[src/rtl/lampfpu_tay_round_pack.sv]
// ============================================================================
//  Module   : lampfpu_tay_round_pack
//  Purpose  : Round-to-nearest-even and bfloat16 packing for the Taylor-path
//             add/sub result, followed by an output FIFO with valid/ready
//             handshake, sticky IEEE exception flags and credit-style
//             issue throttling (ready_o) toward the non-stallable add/sub.
//  Ports    : clk, rst            - clock, synchronous active-high reset
//             valid_i, s_i, e_i, f_i, isOverflow_i, isUnderflow_i,
//             isToRound_i         - post-normalised add/sub result
//             ready_o             - upstream may issue another operation
//             valid_o, ready_i    - FIFO head handshake
//             res_o, flags_o      - head entry {s,e,frac} and {OF,UF,NX}
//             clr_flags_i         - clear sticky flags
//             sticky_flags_o      - accumulated {OF,UF,NX}
//             drop_err_o          - sticky: a result was lost on a full FIFO
//  Options  : LAMP_TAY_RND_FTZ_EN - flush rounded denormals to signed zero
//  Revision : 1.0 - initial release
// ============================================================================
`default_nettype none

module lampfpu_tay_round_pack #(
    parameter int E_DW  = 8,
    parameter int F_DW  = 7,
    parameter int DEPTH = 8,
    parameter int SKID  = 3
) (
    input  logic                 clk,
    input  logic                 rst,
    input  logic                 valid_i,
    input  logic                 s_i,
    input  logic [E_DW-1:0]      e_i,
    input  logic [F_DW+4:0]      f_i,
    input  logic                 isOverflow_i,
    input  logic                 isUnderflow_i,
    input  logic                 isToRound_i,
    output logic                 ready_o,
    output logic                 valid_o,
    input  logic                 ready_i,
    output logic [E_DW+F_DW:0]   res_o,
    output logic [2:0]           flags_o,
    input  logic                 clr_flags_i,
    output logic [2:0]           sticky_flags_o,
    output logic                 drop_err_o
);

    localparam int c_RW = 1 + E_DW + F_DW;   // packed result width
    localparam int c_EW = c_RW + 3;          // FIFO entry: {res, flags}
    localparam int c_PW = $clog2(DEPTH);
    localparam int c_CW = c_PW + 1;
    localparam logic [c_CW-1:0] c_DEPTH_CNT = c_CW'(DEPTH);
    localparam logic [c_CW-1:0] c_USED_MAX  = c_CW'(DEPTH - SKID);

    // ---------------------------------------------------------------- round
    logic                   w_lsb;
    logic                   w_guard;
    logic                   w_sticky;
    logic                   w_up;
    logic [E_DW+F_DW-1:0]   w_sum;
    logic [E_DW-1:0]        w_eRnd;
    logic [F_DW-1:0]        w_fRnd;

    assign w_lsb    = f_i[3];
    assign w_guard  = f_i[2];
    assign w_sticky = f_i[1] | f_i[0];
    assign w_up     = w_guard & (w_lsb | w_sticky);

    // Exponent and fraction are added as one word so a fraction carry bumps
    // the exponent (denormal -> normal, all-ones fraction -> e+1) for free.
    assign w_sum  = {e_i, f_i[F_DW+2:3]} + (E_DW+F_DW)'(w_up);
    assign w_eRnd = w_sum[E_DW+F_DW-1:F_DW];
    assign w_fRnd = w_sum[F_DW-1:0];

    logic [E_DW-1:0] w_s1E;
    logic [F_DW-1:0] w_s1F;
    logic            w_of;
    logic            w_uf;
    logic            w_nx;

    always_comb begin
        // Bypass path: special-value fraction sits at the top of f_i.
        w_s1E = e_i;
        w_s1F = f_i[F_DW+4:5];
        w_of  = isOverflow_i;
        w_uf  = isUnderflow_i;
        w_nx  = 1'b0;
        if (isToRound_i) begin
            w_s1E = w_eRnd;
            w_s1F = w_fRnd;
            w_nx  = w_guard | w_sticky;
            if (isOverflow_i || (&w_eRnd)) begin
                w_s1E = '1;
                w_s1F = '0;
                w_of  = 1'b1;
                w_nx  = 1'b1;
            end
`ifdef LAMP_TAY_RND_FTZ_EN
            else if ((w_eRnd == '0) && (w_fRnd != '0)) begin
                w_s1F = '0;
                w_uf  = 1'b1;
                w_nx  = 1'b1;
            end
`endif
        end
    end

    // ------------------------------------------------------------- stage 1
    logic            r_s1Valid;
    logic [c_EW-1:0] r_s1Entry;

    always_ff @(posedge clk) begin
        if (rst) begin
            r_s1Valid <= 1'b0;
            r_s1Entry <= '0;
        end else begin
            r_s1Valid <= valid_i;
            r_s1Entry <= {s_i, w_s1E, w_s1F, w_of, w_uf, w_nx};
        end
    end

    // ----------------------------------------------------------------- FIFO
    logic [c_EW-1:0] r_mem [DEPTH];
    logic [c_PW-1:0] r_wrPtr;
    logic [c_PW-1:0] r_rdPtr;
    logic [c_CW-1:0] r_count;
    logic [2:0]      r_sticky;
    logic            r_dropErr;

    logic            w_pop;
    logic            w_push;
    logic            w_full;
    logic [c_CW-1:0] w_used;
    logic [c_EW-1:0] w_head;

    assign w_full = (r_count == c_DEPTH_CNT);
    assign w_pop  = valid_o & ready_i;
    // At full, the slot freed by a same-cycle pop is reused.
    assign w_push = r_s1Valid & (~w_full | w_pop);

    always_ff @(posedge clk) begin
        if (w_push) begin
            r_mem[r_wrPtr] <= r_s1Entry;
        end
    end

    always_ff @(posedge clk) begin
        if (rst) begin
            r_wrPtr   <= '0;
            r_rdPtr   <= '0;
            r_count   <= '0;
            r_sticky  <= '0;
            r_dropErr <= 1'b0;
        end else begin
            if (w_push) begin
                r_wrPtr <= r_wrPtr + 1'b1;
            end
            if (w_pop) begin
                r_rdPtr <= r_rdPtr + 1'b1;
            end
            if (w_push && !w_pop) begin
                r_count <= r_count + 1'b1;
            end else if (w_pop && !w_push) begin
                r_count <= r_count - 1'b1;
            end
            if (r_s1Valid && !w_push) begin
                r_dropErr <= 1'b1;
            end
            // A flag arriving with the clear survives it.
            if (clr_flags_i) begin
                r_sticky <= w_push ? r_s1Entry[2:0] : 3'b000;
            end else if (w_push) begin
                r_sticky <= r_sticky | r_s1Entry[2:0];
            end
        end
    end

    // Slots still uncommitted after counting the op sitting in stage 1.
    assign w_used = r_count + c_CW'(r_s1Valid);
    assign ready_o = (w_used <= c_USED_MAX);

    assign valid_o        = (r_count != '0);
    assign w_head         = r_mem[r_rdPtr];
    // Gate the head so outputs read zero while the FIFO is empty/unwritten.
    assign res_o          = valid_o ? w_head[c_EW-1:3] : '0;
    assign flags_o        = valid_o ? w_head[2:0] : 3'b000;
    assign sticky_flags_o = r_sticky;
    assign drop_err_o     = r_dropErr;

endmodule

`default_nettype wire

[config.mk]
export PLATFORM = sky130hd
export DESIGN_NAME = lampfpu_tay_round_pack
export DESIGN_NICKNAME = d
export VERILOG_FILES = /design/src/rtl/lampfpu_tay_round_pack.sv
export SDC_FILE = /design/constraint.sdc
export NUM_CORES = 1
export LEC_CHECK = 0
export CAP_MARGIN = 20
export CORE_ASPECT_RATIO = 1.25
export CORE_MARGIN = 2
export CORE_UTILIZATION = 37
export DETAILED_ROUTE_END_ITERATION = 12
export GPL_ROUTABILITY_DRIVEN = 0
export GPL_TIMING_DRIVEN = 0
export HOLD_SLACK_MARGIN = 0.02
export SLEW_MARGIN = 20
export SYNTH_ARGS = -nofsm -noshare
export SYNTH_HDL_FRONTEND = slang
export SYNTH_SLANG_ARGS = --single-unit
[constraint.sdc]
create_clock -name clk -period 3.8 [get_ports clk]
set_clock_uncertainty 0.2 [all_clocks]
set_input_delay 0.38 -clock clk [delete_from_list [all_inputs] [get_ports clk]]
set_output_delay 0.38 -clock clk [all_outputs]
set_load 0.02 [all_outputs]
After elaboration in Yosys (flattened, before gate mapping)
Memory sizes are Yosys's and may differ from the RTL's. A register that Yosys moved wholly into a read port is not among the register bits.
Index checks and enable logic that the tools add are counted.
{"block": "totals", "output_inout_bits": 25, "regBits": 34, "wordCells": 56, "mem_count": 1, "ramBits": 152, "input_bits": 29}
{"name": "r_mem", "depth": 8, "width": 19, "read_ports": 1, "rd_ports_with_merged_regs": 1, "wr": 1, "line_no": "121", "text": "logic [c_EW-1:0] r_mem [DEPTH];"}
{"block": "op_classes", "eq_ne": 1, "order_cmp": 1, "n_mux": 18, "bitwise_logic": 10, "n_reduce_logical": 11, "addsub": 6}
{"operator": "$mux 3", "n": 6}
{"operator": "$mux 16", "n": 1}
{"operator": "$mux 8", "n": 2}
{"operator": "$add 15x1->15", "n": 1}
{"operator": "$mux 7", "n": 2}
{"operator": "$mux 4", "n": 2}
{"operator": "$reduce_and 8->1", "n": 1}
{"operator": "$add 3x1->3 const B", "n": 2}
{"operator": "$mux 1", "n": 5}
{"operator": "$add 4x1->4", "n": 1}
{"operator": "$add 4x1->4 const B", "n": 1}
{"operator": "$eq 4x4->1 const B", "n": 1}
{"operator": "$le 4x3->1 const B", "n": 1}
{"operator": "$or 1x1->1", "n": 4}
{"operator": "$reduce_bool 2->1", "n": 2}
{"operator": "$reduce_bool 4->1", "n": 1}
{"operator": "$sub 4x1->4 const B", "n": 1}
{"operator": "$and 1x1->1", "n": 3}
{"operator": "$logic_and 1x1->1", "n": 3}
{"operator": "$or 3x3->3", "n": 1}
{"operator": "$logic_not 1->1", "n": 2}
{"operator": "$not 1->1", "n": 2}
{"operator": "$reduce_or 2->1", "n": 1}
{"operator": "$logic_or 1x1->1", "n": 1}

Logic depth before layout (Yosys ltp)
Gate-level depths: netlist (run 1).
{"block": "logic_depth", "word_depth": 8, "mapped_depth": 12, "ltp_nobuf": 12}

Worst setup path after synthesis (run 1)
OpenSTA, ideal clock, no wires.
{"block": "synth_path", "path_kind": "register -> register", "start": "reg r_count[1]", "end": "mem r_mem[0][0] in the netlist's numbering (enable)", "required_time_ns": 3.156, "setup_time_ns": 0.444, "path_slack_ns": 0.556, "t_arrival_ns": 2.600, "period_less_slack_ns": 3.244, "n_path_buf": 0, "stages_incl_launch_ff": 5, "cell_sequence": "dfxtp_1 > nor3_1 > nand3b_1 > nand2_1 > nor4_1"}
{"block": "synth_between", "elab_chain_cells": 6, "elab_cells_between_ends": 8, "cone_classes": "1 x eq/ne; 2 x mux; 4 x bitwise; 1 x reduce/logical"}
{"element": "start: declaration", "line_no": "124", "text": "logic [c_CW-1:0] r_count;"}
{"element": "start signal: assignment", "line_no": "160", "text": "r_count <= r_count + 1'b1;"}
{"element": "start signal: assignment", "line_no": "162", "text": "r_count <= r_count - 1'b1;"}
{"element": "$reduce_bool 4->1 or $eq 4x4->1 (tied branches)", "line_no": "180, 134"}
{"element": "$and 1x1->1 or $not 1->1 (tied branches)", "line_no": "135, 137"}
{"element": "$or 1x1->1 *", "line_no": "137", "text": "assign w_push = r_s1Valid & (~w_full | w_pop);"}
{"element": "$and 1x1->1 *", "line_no": "137"}
{"element": "$mux 1 *", "line_no": "140", "text": "if (w_push) begin"}
{"element": "$mux 1 (implied by the code) *", "line_no": "141", "text": "r_mem[r_wrPtr] <= r_s1Entry;"}
{"element": "end: declaration", "line_no": "121"}
Mark *: on every way between the ends. The rest lies on a longest branch, timed or not.

==> impl_metrics.ini, run 1 <==
[timing]
rsz0062_at_grt = false
final-hold-violation-count = 0
fmax_mhz = 276
finalSetupTns_ps = 0
finalWorstPathRequiredPeriod_ps = 3620
holdWs_ps = 201
period_share_pct = 95.4
tightest_slew_ps = 914
drv_slew = 0
max-slew-margin-rel_pct = 39.1
setup_violations = 0

[run_status]
status = completed

[cells_and_area]
final_cell_mix = edfxtp_1 (152), clkdlybuf4s50_1 (50), nor2_1 (46)
final_cells = 831
drive_above_1_share_pct = 19.4
n_antenna_cell = 0
final_common_cell = edfxtp_1
syn_to_final_growth_pct = 20.5
layout.nets = 586
final_cell_area_um2 = 9220

[setup_path]
setup.worst_path.start_class = register
slowest_delay_ps = 780
path_cells = clkdlybuf4s15_1 > mux2i_1 > nor2_1 > clkdlybuf4s50_1
crit_buf_inv = 2
end_kind = output port
crit_family = buffers and inverters
worst_path_max_delay_cell = clkdlybuf4s15_1
path_class = reg2out
cp.required_ps = 3220
worst-path-max-fanout = 10
arrival_ps = 3040

[drt]
drt-pass1-iter-count = 4
wl_mm = 15.5
dr_wl_met2_mm = 7.98
dr_wl_met3_um = 635
wire_per_inst_um = 18.6
drc = 0
dr_total_vias = 4203
ant_nets = 0
vias_per_cell = 5.06
highest_layer = met4
drt-met1-wl_mm = 6.71
drt-initial-drc-count = 246

[placement]
place_inst = 801
io_buffers = 50
hpwlAfterDp_mm = 10.6
postPlaceCellArea_um2 = 8640

[pwr]
power.internal_mw = 3.79
p_seq_share_pct = 45.4
clockPowerShare_pct = 32.6
ir_drop_mv = 0.236
sw_frac_of_total_pct = 28.0
power_density_nw_per_um2 = 571
p_total_mw = 5.27
leakagePower_nw = 3.02
combPwrFrac_pct = 22.0
switchingPower_mw = 1.47

[clocking]
clk_pin_slew_ps = 70
cts_tree = built
clock_path_buffers = 2
clk_latency_ps = 430
post_cts_buffers = 0
cts_htree_levels = 4
clockRootBuffer = clkbuf_16
cts_inserted_buffers = 17
cts_sinks = 189

[floorplanning]
dieArea_um2 = 21900
die_h_um = 165
die_w_um = 133
start_util_pct = 37.9
placementRows = 58
core_um2 = 20200
io_pins = 54

[global_route]
grt_pass1_wl_mm = 24.0
first_global_vias = 4219
track_usage_pct = 14.8
grt_start_max_net_pins = 20
grt_remaining_overflow = 0
grt_antenna_before_repair = 0

[synthesis]
syn_area_um2 = 7650
syn_inst = 468
syn_area_per_cell_um2 = 16.3
synth_cell_types = 51
yosys_warnings = 0
synth_edf_count = 152
synth_ff_type = edfxtp_1
syn_nets = 506
ys_seq_elements = 189
seq_area_frac_synth_pct = 69.3
async_reset_ff_share_pct = 0

[worst_hold_path]
hp-class = in2reg

[job]
drv_cap = 0
## registers in the layout, indices dropped and copies added (netlist names), named ones only
signal / cells
r_mem: 152
r_s1Entry: 19
r_count: 4
r_rdPtr: 3
r_wrPtr: 3
sticky_flags_o: 3
drop_err_o: 1
r_s1Valid: 1
## layout make-up
| cell class | count | area, um2 |
|---|---|---|
| flip-flops and latches | 189 | 5310 |
| inverters | 7 | 26.3 |
| repair buffers | 63 | 604 |
| multi-input cells | 249 | 2270 |
| well taps | 270 | 338 |
| plain buffers | 21 | 103 |
| fillers | 1795 | 11000 |
| clock buffers | 17 | 425 |
| clock inverters | 15 | 154 |
## cell usage after synthesis (2+ instances only)
cell type / count / share of area [%]
edfxtp_1: 152 / 60
nor2_1: 49 / 2.4
mux4_2: 38 / 11
dfxtp_1: 37 / 9.7
nand2_1: 24 / 1.2
a21oi_1: 22 / 1.4
mux2i_1: 20 / 2.6
clkbuf_1: 17 / 0.83
nand3_1: 13 / 0.85
nor3_1: 9 / 0.59
ha_1: 8 / 1.3
xor2_1: 7 / 0.80
inv_1: 6 / 0.29
nor2b_1: 6 / 0.49
xnor2_1: 6 / 0.69
nor4_1: 5 / 0.41
a211oi_1: 4 / 0.39
a21o_1: 3 / 0.29
buf_2: 3 / 0.20
o21a_1: 3 / 0.29
a311oi_1: 2 / 0.23
and4_1: 2 / 0.23
nand2b_1: 2 / 0.16
nand3b_1: 2 / 0.20
nand4_1: 2 / 0.16
## cell families after synthesis
group                    synth area share (%)
multiplexers                             13.9
AO/OA/AOI/OAI                            3.84
adder cells (fa/ha/maj)                  1.57
buffers and inverters                    1.67
flip-flops                               69.3
AND/OR/NAND/NOR                          7.78
XOR/XNOR                                 1.85
## path summary, 6_finish.rpt
kind	startpoint	endpoint	slack, ps	cells after the start
max	register	flags_o[0]	180	4
min reg2reg	drop_err_o	drop_err_o	280	2
min	rst	r_s1Entry[1]	200	2
max reg2reg	r_count[0]	r_count[3]	710	12
## stage by stage
step | worst slack, ps | utilization, %
final | 176 | 45.7
after global routing | 65.2 | 45.7
after CTS | 87.1 | 45.7
after detailed placement | 314 | 42.8
after global placement | -1980 | 42.1
after floorplan | 556 | -
## power groups by stage
stage / sequential, mW / combinational, mW / clock (mW)
2_1_floorplan: 2.40 / 0.745 / 0
3_3_place_gp: 2.42 / 1.18 / 0
3_5_place_dp: 2.43 / 1.20 / 0
4_1_cts: 2.39 / 1.18 / 1.75
6_report: 2.39 / 1.16 / 1.72
5_1_grt: 2.40 / 1.26 / 1.83
## per-layer routing
| layer | global-route usage (%) | up-vias |
|---|---|---|
| met5 | 0 | - |
| met4 | 4.79 | 0 |
| met3 | 3.31 | 7 |
| met2 | 25.1 | 131 |
| met1 | 19.0 | 2090 |
| li1 | - | 1975 |
## repair_timing
item	in CTS	in global routing
hold buffers	0	0
gates resized for setup	2	2
endpoints found under the setup margin	11	10
No activity file was read; power rests on OpenSTA's default activity.
==> run 2, diff against run 1 <==
- CTS_BUF_LIST: unset -> sky130_fd_sc_hd__clkbuf_4 sky130_fd_sc_hd__clkbuf_8
- RECOVER_POWER: unset -> 25
- SLEW_MARGIN: 20 -> unset
==> run 2 against run 1 <==
  * Sequential share of layout area grew 0.68 points
  * First-iteration DRC count rose by 11%
  * Hold slack got worse by 32 ps
  * Via count is 0.45% higher
  * Combinational power about the same
  * Sequential cell count unchanged
  * Fmax about the same
  * Global-route usage barely moved
  * Critical endpoint is now flags_o[2]
  * Highest routed layer unchanged
==> impl_metrics.ini, run 2 (synthesized netlist as in run 1, its figures left out) <==
[run_status]
status = completed

[timing]
final-hold-violation-count = 0
tightest_slew_ps = 945
period_share_pct = 95.4
drv_slew = 0
max-slew-margin-rel_pct = 37.0
rsz0062_at_grt = false
setup_violations = 0
fmax_mhz = 276
finalWorstPathRequiredPeriod_ps = 3620

[cells_and_area]
final_common_cell = edfxtp_1
drive_above_1_share_pct = 19.7
largest-register = r_mem
fillerInstances = 1831
final_cell_mix = edfxtp_1 (152), clkdlybuf4s50_1 (50), nor2_1 (46)
fin_util_pct = 45.2
largest_reg_flops = 152
n_antenna_cell = 0
top_regs = r_mem: 152 flops, r_s1Entry: 19 flops, r_count: 4 flops
layout.nets = 588
syn_to_final_growth_pct = 19.1

[global_route]
grt_start_max_net_pins = 19
first_global_vias = 4207
track_usage_pct = 14.8
top_usage_layer = met2
met1_usage_pct = 19.0
met2_usage_pct = 25.8
grt_use_met3_pct = 3.22
grt_antenna_before_repair = 0
grt_pass1_wl_mm = 24.1
grt_remaining_overflow = 0

[drt]
wire_per_inst_um = 18.6
drt-pass1-iter-count = 5
dr_total_vias = 4222
drt-initial-drc-count = 273
ant_nets = 0
drc = 0
vias_per_cell = 5.07
wl_mm = 15.5

[setup_path]
r2r_slack_ps = 690
worst_path_max_delay_cell = dfxtp_1
worst-path-max-fanout = 11
crit_buf_inv = 2
arrival_ps = 3040
end_kind = output port
path_cells = clkbuf_1 > mux4_2 > mux2i_1 > nor2_1 > clkdlybuf4s50_1
path_class = reg2out
cp.required_ps = 3220
crit_family = buffers and inverters
setup.worst_path.start_class = register
slowest_delay_ps = 740

[clocking]
clockRootBuffer = clkbuf_8
cts_htree_levels = 4
cts_tree = built
cts_sinks = 189
clk_latency_ps = 450
clk_pin_slew_ps = 90
clock_path_buffers = 2
cts_inserted_buffers = 17

[pwr]
leakagePower_nw = 2.95
ir_drop_mv = 0.229
power_density_nw_per_um2 = 536
p_total_mw = 4.89

[floorplanning]
core_um2 = 20200
placementRows = 58
io_pins = 54
die_w_um = 133
die_h_um = 165
dieArea_um2 = 21900
start_util_pct = 37.9

[worst_hold_path]
hp-class = in2reg

[placement]
io_buffers = 50
hpwlAfterDp_mm = 11.0

[job]
drv_cap = 0
run 2: tightest hold or removal path: stages:
cell      delay, ps
clkbuf_1        170
a21oi_1         160
a211oi_1         60
run 2: routing by layer:
metal	share of wire, %	wire length, um
met2	52	8140
met3	4.2	645
met4	0.91	142
met5	0	0
met1	43	6610
run 2: where the power goes:
part,switching [mW],internal [mW],leakage (nW)
registers,0.0827,2.31,1.70
logic,0.598,0.560,1.05
clock network,0.731,0.610,0.205
total,1.41,3.48,2.95
run 2: path summary, 6_finish.rpt:
check | startpoint | endpoint | cells after the start
max | register | flags_o[2] | 5
min | isToRound_i | r_s1Entry[13] | 3
max reg2reg | r_count[0] | r_count[3] | 12
min reg2reg | drop_err_o | drop_err_o | 2
run 2: repair_timing:
action                     4_1_cts  5_1_grt
gates resized for setup          3        2
setup endpoints to repair       11       10
setup buffers                    0        0
gates cloned                     0        0
hold buffers                     0        0
run 2: area by class of cell:
class	count	area, um2	area share (%)
plain buffers	22	108	1.18
clock buffers	17	234	2.57
clock inverters	15	178	1.95
inverters	7	26.3	0.288
multi-input cells	249	2250	24.7
flip-flops and latches	189	5310	58.2
well taps	270	338	3.71
repair buffers	64	674	7.40
run 2: metrics by stage:
step / cells / setup WS [ps] / instance area (um2) / hold slack, ps / TNS [ps]
floorplan: 468 / 556 / 7650 / 254 / 0
global placement: 788 / -1980 / 8490 / 258 / -109230
detailed placement: 802 / 327 / 8700 / 278 / 0
CTS: 833 / 18.9 / 9110 / 136 / 0
global route: 833 / 16.3 / 9110 / 183 / 0
finish: 833 / 175 / 9110 / 168 / 0
==> run 3, diff against run 2 <==
- REMOVE_ABC_BUFFERS: unset -> 1
==> run 3 against run 2 <==
  * Core utilization is 0.22 points lower
  * Fmax grew 7.7%
  * First-iteration DRC count fell by 15%
  * Cell area shrank 0.49%
  * Largest cell class unchanged
  * Cell count down 1.8%
  * Critical endpoint is now flags_o[0]
==> impl_metrics.ini, run 3 (synthesized netlist as in run 1, its figures left out) <==
[floorplanning]
die_w_um = 133
io_pins = 54
dieArea_um2 = 21900
die_h_um = 165
start_util_pct = 37.9
placementRows = 58
core_um2 = 20200

[setup_path]
cp.required_ps = 3220
crit_family = flip-flops
path_class = reg2out
arrival_ps = 2780
path_cells = mux4_2 > mux2i_1 > nor2_1 > clkdlybuf4s50_1
setup.worst_path.start_class = register
crit_buf_inv = 1
slowest_delay_ps = 870
end_kind = output port
worst_path_max_delay_cell = dfxtp_4
worst-path-max-fanout = 38

[clocking]
post_cts_buffers = 0
cts_sinks = 189
postCtsResizedCells = 0
clock_path_buffers = 2
cts_htree_levels = 4
clk_latency_ps = 440
cts_inserted_buffers = 17
clockRootBuffer = clkbuf_8
cts_tree = built
clk_pin_slew_ps = 90
cts-hold-fix-buffers = 0

[drt]
ant_nets = 0
drt-pass1-iter-count = 4
wire_per_inst_um = 18.0
drt-initial-drc-count = 233
vias_per_cell = 5.06
wl_mm = 14.7
drc = 0
dr_total_vias = 4140

[pwr]
power_density_nw_per_um2 = 527
p_seq_share_pct = 51.5
sw_frac_of_total_pct = 28.2
switchingPower_mw = 1.35
leakagePower_nw = 2.93
p_total_mw = 4.78
clockPowerShare_pct = 25.9
combPwrFrac_pct = 22.6
power.internal_mw = 3.43
ir_drop_mv = 0.214

[global_route]
first_global_vias = 4293
grt_antenna_before_repair = 0
grt_remaining_overflow = 0
grt_start_max_net_pins = 39
grt_pass1_wl_mm = 23.5
track_usage_pct = 14.2

[cells_and_area]
fillerInstances = 1817
top_regs = r_mem: 152 flops, r_s1Entry: 19 flops, r_count: 4 flops
fin_util_pct = 45.0
layout.nets = 573
largest-register = r_mem
final_common_cell = edfxtp_1
syn_to_final_growth_pct = 18.5
largest_reg_flops = 152
n_antenna_cell = 0
drive_above_1_share_pct = 20.3
final_cell_mix = edfxtp_1 (152), clkdlybuf4s50_1 (53), nor2_1 (46)
final_cells = 818

[timing]
rsz0062_at_grt = false
tightest_slew_ps = 854
final-hold-violation-count = 0
finalSetupTns_ps = 0
period_share_pct = 88.5
setup_violations = 0
fmax_mhz = 297
finalWorstPathRequiredPeriod_ps = 3360
drv_slew = 0
holdWs_ps = 286
max-slew-margin-rel_pct = 42.6

[placement]
hpwlAfterDp_mm = 10.3
io_buffers = 53
place_inst = 786

[worst_hold_path]
hp-class = in2reg

[run_status]
status = completed

[job]
drv_cap = 0
-- run 3: cell count changes in the layout (fill, tap and decap cells not counted), moves of 2 or more --
cell	delta
buf_2	-3
dfxtp_2	+2
buf_6	-4
buf_4	+4
clkdlybuf4s50_1	+3
dfxtp_1	-3
clkbuf_1	-14
clkbuf_4	+2
clkinv_4	-3
clkbuf_2	-2
-- run 3: layout make-up --
| type | count | area [um2] | area share (%) |
|---|---|---|---|
| sequential | 189 | 5310 | 58.6 |
| multi-input combinational | 249 | 2260 | 24.9 |
| timing repair buffer | 71 | 756 | 8.33 |
| tap | 270 | 338 | 3.72 |
| clock buffer | 19 | 249 | 2.75 |
| clock inverter | 13 | 131 | 1.45 |
| inverter | 7 | 26.3 | 0.290 |
-- run 3: power by group through the flow --
| stage | clock network (mW) | registers (mW) | logic, mW |
|---|---|---|---|
| 2_1_floorplan | 0 | 2.48 | 0.650 |
| 3_3_place_gp | 0 | 2.60 | 1.30 |
| 3_5_place_dp | 0 | 2.52 | 1.10 |
| 4_1_cts | 1.28 | 2.47 | 1.10 |
| 5_1_grt | 1.36 | 2.49 | 1.17 |
| 6_report | 1.24 | 2.46 | 1.08 |
-- run 3: routing by layer --
layer | routed length [um] | GRT usage, %
met1 | 6280 | 17.7
met2 | 7900 | 25.5
met4 | 133 | 3.96
met5 | 0 | 0
met3 | 404 | 2.42
-- run 3: stage by stage --
step           setup slack [ps]  area, um2
3_5_place_dp                347       8690
3_3_place_gp              -2510       8420
6_report                    436       9070
5_1_grt                     172       9070
4_1_cts                     302       9070
2_1_floorplan              -472       7550
-- run 3: path summary, 6_finish.rpt --
path	from	to	slack (ps)	cells after the start
worst max-delay path	register	flags_o[0]	440	4
worst min register to register	r_rdPtr[1]	register	290	2
worst max register to register	r_count[0]	r_count[3]	450	11
worst min-delay path	isUnderflow_i	r_s1Entry[1]	290	2
